### src/rtl/sync_fifo_rv_if.sv
// sync_fifo_rv_if: enqueue/dequeue ready-valid bundle for sync_fifo_rv
interface sync_fifo_rv_if #(
  parameter int DATA_WIDTH = 64
);
  logic                  enq_valid;
  logic                  enq_ready;
  logic [DATA_WIDTH-1:0] enq_data;
  logic                  deq_valid;
  logic                  deq_ready;
  logic [DATA_WIDTH-1:0] deq_data;
  modport master (
    output enq_valid, enq_data, deq_ready,
    input  enq_ready, deq_valid, deq_data
  );
  modport slave (
    input  enq_valid, enq_data, deq_ready,
    output enq_ready, deq_valid, deq_data
  );
endinterface

### src/rtl/sync_fifo_rv.sv
// sync_fifo_rv: parametrised-depth ready/valid FIFO with first-word-fall-through output,
// occupancy/threshold flags and synchronous flush
module sync_fifo_rv #(
  parameter int DATA_WIDTH    = 64,
  parameter int DEPTH         = 4,
  parameter int AFULL_THRESH  = DEPTH - 1,
  parameter int AEMPTY_THRESH = 1,
  localparam int CW           = $clog2(DEPTH + 1)
) (
  input  logic          clk,
  input  logic          rstn,
  input  logic          flush,
  sync_fifo_rv_if.slave bus,
  output logic [CW-1:0] count,
  output logic          almost_full,
  output logic          almost_empty
);
  localparam int PW = $clog2(DEPTH);
  logic [DATA_WIDTH-1:0] mem [DEPTH];
  logic [PW-1:0]         wr_ptr;
  logic [PW-1:0]         rd_ptr;
  logic                  enq;
  logic                  deq;
  assign bus.enq_ready = count != CW'(DEPTH);
  assign bus.deq_valid = count != '0;
  assign bus.deq_data  = bus.deq_valid ? mem[rd_ptr] : '0;
  assign almost_full   = count >= CW'(AFULL_THRESH);
  assign almost_empty  = count <= CW'(AEMPTY_THRESH);
  assign enq = bus.enq_valid && bus.enq_ready;
  assign deq = bus.deq_valid && bus.deq_ready;
  // a write landing during flush/reset is harmless: the pointers restart and never expose it
  always_ff @(posedge clk)
    if (enq) mem[wr_ptr] <= bus.enq_data;
  always_ff @(posedge clk) begin
    if (!rstn || flush) begin
      count  <= '0;
      wr_ptr <= '0;
      rd_ptr <= '0;
    end else begin
      if (enq) wr_ptr <= wr_ptr == PW'(DEPTH - 1) ? '0 : wr_ptr + 1'b1;
      if (deq) rd_ptr <= rd_ptr == PW'(DEPTH - 1) ? '0 : rd_ptr + 1'b1;
      if (enq && !deq) count <= count + 1'b1;
      else if (deq && !enq) count <= count - 1'b1;
    end
  end
endmodule
### src/flat_wrapper.sv
// flat-port wrapper written by rule: the top's interface ports become plain ports
module sync_fifo_rv_flat 
#(
  parameter int DATA_WIDTH    = 64,
  parameter int DEPTH         = 4,
  parameter int AFULL_THRESH  = DEPTH - 1,
  parameter int AEMPTY_THRESH = 1,
  localparam int CW           = $clog2(DEPTH + 1)
)
  (clk, rstn, flush, count, almost_full, almost_empty, bus_enq_valid, bus_enq_data, bus_deq_ready, bus_enq_ready, bus_deq_valid, bus_deq_data);
  sync_fifo_rv_if #(.DATA_WIDTH(DATA_WIDTH)) bus_i ();
  input  logic clk;
  input  logic rstn;
  input  logic flush;
  output logic [CW-1:0] count;
  output logic almost_full;
  output logic almost_empty;
  input wire logic [$bits(bus_i.enq_valid)-1:0] bus_enq_valid;
  input wire logic [$bits(bus_i.enq_data)-1:0] bus_enq_data;
  input wire logic [$bits(bus_i.deq_ready)-1:0] bus_deq_ready;
  output wire logic [$bits(bus_i.enq_ready)-1:0] bus_enq_ready;
  output wire logic [$bits(bus_i.deq_valid)-1:0] bus_deq_valid;
  output wire logic [$bits(bus_i.deq_data)-1:0] bus_deq_data;
  assign bus_i.enq_valid = bus_enq_valid;
  assign bus_i.enq_data = bus_enq_data;
  assign bus_i.deq_ready = bus_deq_ready;
  assign bus_enq_ready = bus_i.enq_ready;
  assign bus_deq_valid = bus_i.deq_valid;
  assign bus_deq_data = bus_i.deq_data;
  sync_fifo_rv #(.DATA_WIDTH(DATA_WIDTH), .DEPTH(DEPTH), .AFULL_THRESH(AFULL_THRESH), .AEMPTY_THRESH(AEMPTY_THRESH)) u_core (.clk(clk), .rstn(rstn), .flush(flush), .bus(bus_i), .count(count), .almost_full(almost_full), .almost_empty(almost_empty));
endmodule
### config.mk
export PLATFORM = sky130hd
export DESIGN_NAME = sync_fifo_rv_flat
export DESIGN_NICKNAME = d
export VERILOG_FILES = /design/src/rtl/sync_fifo_rv_if.sv /design/src/rtl/sync_fifo_rv.sv /design/src/flat_wrapper.sv
export SDC_FILE = /design/constraint.sdc
export NUM_CORES = 1
export LEC_CHECK = 0
export CAP_MARGIN = 20
export CORE_MARGIN = 3
export CORE_UTILIZATION = 57
export CTS_BUF_LIST = sky130_fd_sc_hd__clkbuf_4 sky130_fd_sc_hd__clkbuf_8
export CTS_CLUSTER_DIAMETER = 60
export CTS_CLUSTER_SIZE = 28
export DETAILED_ROUTE_END_ITERATION = 7
export HOLD_SLACK_MARGIN = 0.08
export PLACE_DENSITY = 0.82
export RECOVER_POWER = 100
export SLEW_MARGIN = 20
export SYNTH_ARGS = -nofsm -noshare
export SYNTH_HDL_FRONTEND = slang
export SYNTH_SLANG_ARGS = --single-unit
### constraint.sdc
create_clock -name clk -period 3.3 [get_ports clk]
set_input_delay 0.66 -clock clk [delete_from_list [all_inputs] [get_ports clk]]
set_output_delay 0.66 -clock clk [all_outputs]
set_load 0.02 [all_outputs]
# After elaboration in Yosys (flattened, before gate mapping)
# Memory sizes are Yosys's and may differ from the RTL's. A register that Yosys moved wholly into a read port is not among the register bits.
# Cells that the tools add are included.
dict set report totals {
  regBits 7
  latchBits 0
  ram_bits 256
  mem_bits_ro 0
  inputBits 69
  out_inout_bits 71
  word_cells 32
  memories 1
}
# memory words width read_ports rd_clocked_by_memory_dff write_ports line_no
set memory_table {}
lappend memory_table {u_core.mem 4 64 1 1 1 sync_fifo_rv.sv:19} ;# logic [DATA_WIDTH-1:0] mem [DEPTH];
dict set report classes {
  add_sub_neg 4
  mul 0
  div 0
  order_cmp 2
  eq_ne 3
  shifts 0
  mux 9
  bitwise_logic 0
  n_reduce_logical 10
}
# op count
set op_table {}
lappend op_table {{2-to-1 mux 64 bit} 1}
lappend op_table {{2-to-1 mux 2 bit} 4}
lappend op_table {{2-to-1 mux 3 bit} 2}
lappend op_table {{adder 2 x 1 -> 2 bit, second input constant} 2}
lappend op_table {{== test 2 bit, second input constant} 2}
lappend op_table {{logical AND 1 bit} 4}
lappend op_table {{adder 3 x 1 -> 3 bit, second input constant} 1}
lappend op_table {{greater-or-equal comparator 3 x 2 -> 1 bit, second input constant} 1}
lappend op_table {{<= comparator 3 x 1 -> 1 bit, second input constant} 1}
lappend op_table {{logical NOT 1 bit} 3}
lappend op_table {{!= test 3 bit, second input constant} 1}
lappend op_table {{nonzero test 3 bit} 1}
lappend op_table {{subtractor 3 x 1 -> 3 bit, second input constant} 1}
lappend op_table {{2-to-1 mux 1 bit} 2}
lappend op_table {{nonzero test 2 bit} 1}
lappend op_table {{logical OR 1 bit} 1}

# Logic depth before layout (Yosys ltp)
dict set report depth {
  word_depth 6
  mapped_depth 10
  depth_no_buf 9
}

# Worst setup path before layout
# Ideal clock, no wire load.
dict set report synth_path {
  kind {register to register}
  startpoint {register u_core.count[0]}
  endpoint {memory u_core.mem[1][0], enable pin}
  arrival_ps 2684
  required_time_ps 2871
  setup_slack_ps 187
  stages_incl_launch_ff 5
  path_buffers 0
  period_less_slack_ps 3113
  cell_sequence {dfxtp_1 inv_1 ha_1 a21boi_2 and2_1}
}
dict set report synth_between {
  elab_chain_cells 4
}
# item line_no
set synth_lines {}
lappend synth_lines {{from (decl)} sync_fifo_rv.sv:14} ;# output logic [CW-1:0] count,
lappend synth_lines {{from (signal assigned)} sync_fifo_rv.sv:42} ;# if (enq && !deq) count <= count + 1'b1;
lappend synth_lines {{from (signal assigned)} sync_fifo_rv.sv:43} ;# else if (deq && !enq) count <= count - 1'b1;
lappend synth_lines {{!= test 3 bit} sync_fifo_rv.sv:24} ;# assign bus.enq_ready = count != CW'(DEPTH);
lappend synth_lines {{logical AND 1 bit} sync_fifo_rv.sv:29} ;# assign enq = bus.enq_valid && bus.enq_ready;
lappend synth_lines {{named net u_core.enq} sync_fifo_rv.sv:22} ;# logic enq;
lappend synth_lines {{2-to-1 mux 1 bit} sync_fifo_rv.sv:33} ;# if (enq) mem[wr_ptr] <= bus.enq_data;
lappend synth_lines {{2-to-1 mux 1 bit (not written as such)} sync_fifo_rv.sv:33}
lappend synth_lines {{to (decl)} sync_fifo_rv.sv:19}
# The timed path passes the listed nets, and every way through them passes these cells.

# Worst setup path after layout
dict set report layout_path {
  startpoint {register u_core.count[1]}
  endpoint {output bus_deq_data[5]}
}
dict set report layout_between {
  elab_chain_cells 2
}
# item line_no
set layout_lines {}
lappend layout_lines {{nonzero test 3 bit} sync_fifo_rv.sv:25} ;# assign bus.deq_valid = count != '0;
lappend layout_lines {{2-to-1 mux 64 bit} sync_fifo_rv.sv:26} ;# assign bus.deq_data = bus.deq_valid ? mem[rd_ptr] : '0;
lappend layout_lines {{to (decl)} flat_wrapper.sv:23} ;# output wire logic [$bits(bus_i.deq_data)-1:0] bus_deq_data;
# Every way passes these cells.

==> impl_metrics.csv <==
group,metric,value,unit
synthesis,synth-simple-area-share,4.93,%
synthesis,synth-edff-count,256,
job,maxCapViolCount,0,
worst_setup_path,path_buf_inv,3,
grt,antenna_found_initial,3,
drt,ant_nets,0,
drt,via_per_inst,5.68,
synthesis,synth_compound_area_share,0.498,%
worst_setup_path,critPathKind,"reg -> out",
synthesis,avgSynthCellArea,22.0,um2
worst_setup_path,r2r_end,"u_core.mem[1][11]",
synthesis,ys_ff_latch,265,
floorplan,die_height,140,um
sta,post-route-min-period,3140,ps
worst_setup_path,reg2reg_from,"u_core.count[1]",
sta,slew_headroom,23.1,%
clock_tree,clk_latency,520,ps
worst_setup_path,critPathTopFamily,"buffers and inverters",
sta,finalCritPeriodShare,95.1,%
worst_setup_path,r2r_slack,230,ps
synthesis,syn_nets,548,
place,io_buffers,139,
clock_tree,cts-htree-levels,1,
sta,final_hold_viol_count,0,
synthesis,synth_cell_types,26,
clock_tree,clockRootBuffer,"clkbuf_8",
floorplan,initial_utilization,58.9,%
grt,grtUsageTotal,19.4,%
synthesis,synth_top_family_by_area,"multiplexers",
clock_tree,cts_tree,"done",
synthesis,synth-main-ff-cell,"edfxtp_1",
synthesis,async_flop_share,0,%
power_and_ir_drop,ir_drop,0.479,mV
finish,final_cells,862,
place,dp_hpwl,12300,um
finish,drive_gt1_share,17.8,%
min_path,hp-class,"reg -> reg",
grt,grt-ovfl-total,0,
finish,final_util,70.1,%
min_path,hp-start,"u_core.rd_ptr[1]",
min_path,worstHoldPathCells,2,
floorplan,fp.coreArea,17500,um2
clock_tree,cts_buffer_depth,3,
drt,num_vias,4894,
worst_setup_path,reg2reg_depth,5,
grt,grt_pass1_vias,5306,
worst_setup_path,start_kind,"flop",
drt,drc,0,
sta,tns,0,ps
floorplan,dieArea,19700,um2
sta,slew_violations,0,
synthesis,synth_cells,468,
sta,timing.fmax,319,MHz
worst_setup_path,required,2640,ps
power_and_ir_drop,power_density,513,nW/um2
sta,setup-violations-final,0,
finish,nets,705,
floorplan,io_pins,140,
place,gp_congestion,0.742,
worst_setup_path,crit_arrival,2480,ps
clock_tree,cts_sinks,265,
drt,dr.first_iter.drc_count,333,
worst_setup_path,critical_path.max_fanout,23,
drt,wire_per_inst,21.9,um
drt,routed_wl,18800,um
worst_setup_path,worstSetupEndpointType,"output port",
finish,syn_to_final_growth,19.1,%
worst_setup_path,slowest_delay,600,ps
drt,first_pass_iters,4,
synthesis,synth_xor_area_share,0.170,%
synthesis,ys.warnings.count,0,
grt,grt_pass1_wl,29800,um
sta,rsz0062_at_grt,"false",
floorplan,fp.dieW,140,um
status,status,"finished clean",
synthesis,seq_area_frac_synth,76.4,%
clock_tree,cts_made_buffers,16,
place,place_inst,830,
synthesis,synthAdderAreaFrac,1.34,%
worst_setup_path,path_cells,"inv_1 > ha_1 > nor2b_1 > bufinv_8 > and2_0 > clkdlybuf4s50_1",
worst_setup_path,cp_slowest_cell,"clkdlybuf4s50_1",
power_and_ir_drop,leakagePower,4.10,nW
grt,grt_max_degree,40,
clock_tree,holdBufCountCts,0,
floorplan,num_rows,48,
synthesis,syn_area,10300,um2
sta,worstMarginPinSlew,1150,ps
synthesis,synth.mux.area_fraction,14.4,%
clock_tree,path_clk_slew,130,ps
sta,skew,27.6,ps
power by group:
group	switching [mW]	leakage (nW)	internal, mW	total [mW]
logic	0.475	1.50	0.394	0.870
clock network	1.04	0.171	0.550	1.59
registers	0.0328	2.42	3.80	3.83
layer usage:
metal | vias up | wire [um] | GRT usage (%)
met4 | 2 | 276 | 4.69
met3 | 27 | 1270 | 3.35
li1 | 2190 | - | -
met5 | - | 12 | 0
met2 | 186 | 9860 | 33.3
met1 | 2489 | 7420 | 26.3
area by class of cell:
cell class | instances | area (um2)
sequential | 265 | 7880
fill | 1068 | 5220
tap | 225 | 282
multi-input combinational | 174 | 2200
clock inverter | 11 | 113
clock buffer | 17 | 234
timing repair buffer | 161 | 1510
antenna | 2 | 5.00
inverter | 7 | 40.0
cells by family after synthesis:
group / count (synthesis)
DFF: 265
adders and majority gates: 11
AOI/OAI and AO/OA: 9
xor gates and xnor gates: 2
buffers and inverters: 29
muxes: 67
and+or+nand+nor: 85
worst reg2reg max path: stages, from the launching register on:
cell      delay, ps
dfxtp_1         400
inv_1           120
ha_1            230
a21boi_0        700
and2_1          780
clkbuf_2        510
registers in the layout, indices dropped and copies added, names as in the netlist, named ones only:
name	cells
u_core.count	3
u_core.rd_ptr	2
u_core.wr_ptr	2
u_core.mem	256
layout by cell type (no fill, tap or decap), types with 11 or more instances in the layout:
cell type,count
edfxtp_1,256
dlygate4sd3_1,70
mux4_2,60
dlygate4sd2_1,44
and2_1,43
and2_0,23
clkdlybuf4s50_1,18
clkbuf_8,17
ha_1,11
cells in the mapped netlist, types with 2 or more instances:
cell type  number  area (um2)
buf_12          6         120
a21oi_1         4        20.0
clkbuf_2        2        10.0
mux2i_1         3        30.0
edfxtp_1      256        7690
clkbuf_1        6        22.5
mux4_2         60        1350
o21ai_0         4        20.0
mux4_1          4         105
dfxtp_1         9         180
inv_1           7        26.3
and2_1         68         425
buf_2           7        35.0
ha_1           11         138
nand2_1         2        7.51
nor2_1          9        33.8
stage by stage:
step	area [um2]	power, mW	hold slack [ps]	setup WS (ps)
6_report	12300	6.29	542	163
5_1_grt	12300	6.54	578	6.02
4_1_cts	12400	6.41	542	54.4
3_5_place_dp	12000	4.89	512	257
3_3_place_gp	12000	4.86	484	395
2_1_floorplan	10300	4.41	472	187
how the worst max path moves through the flow:
stage | startpoint | end | slack (ps) | cells after the start
after global placement | u_core.count[0] | bus_deq_data[40] | 400 | 7
after global routing | u_core.count[1] | bus_deq_data[43] | 6 | 7
after floorplan | u_core.count[0] | u_core.mem[1][0] | 190 | 4
final | u_core.count[1] | bus_deq_data[5] | 160 | 6
after CTS | u_core.count[1] | bus_deq_data[20] | 50 | 6
after detailed placement | u_core.count[0] | bus_deq_data[41] | 260 | 7
repair_timing:
item                       CTS  global route
hold endpoints to repair     0             0
setup endpoints to repair   65             7
buffers inserted             2             0
resized for setup           47             7
Note: power is estimated with default switching activity, not from simulation.
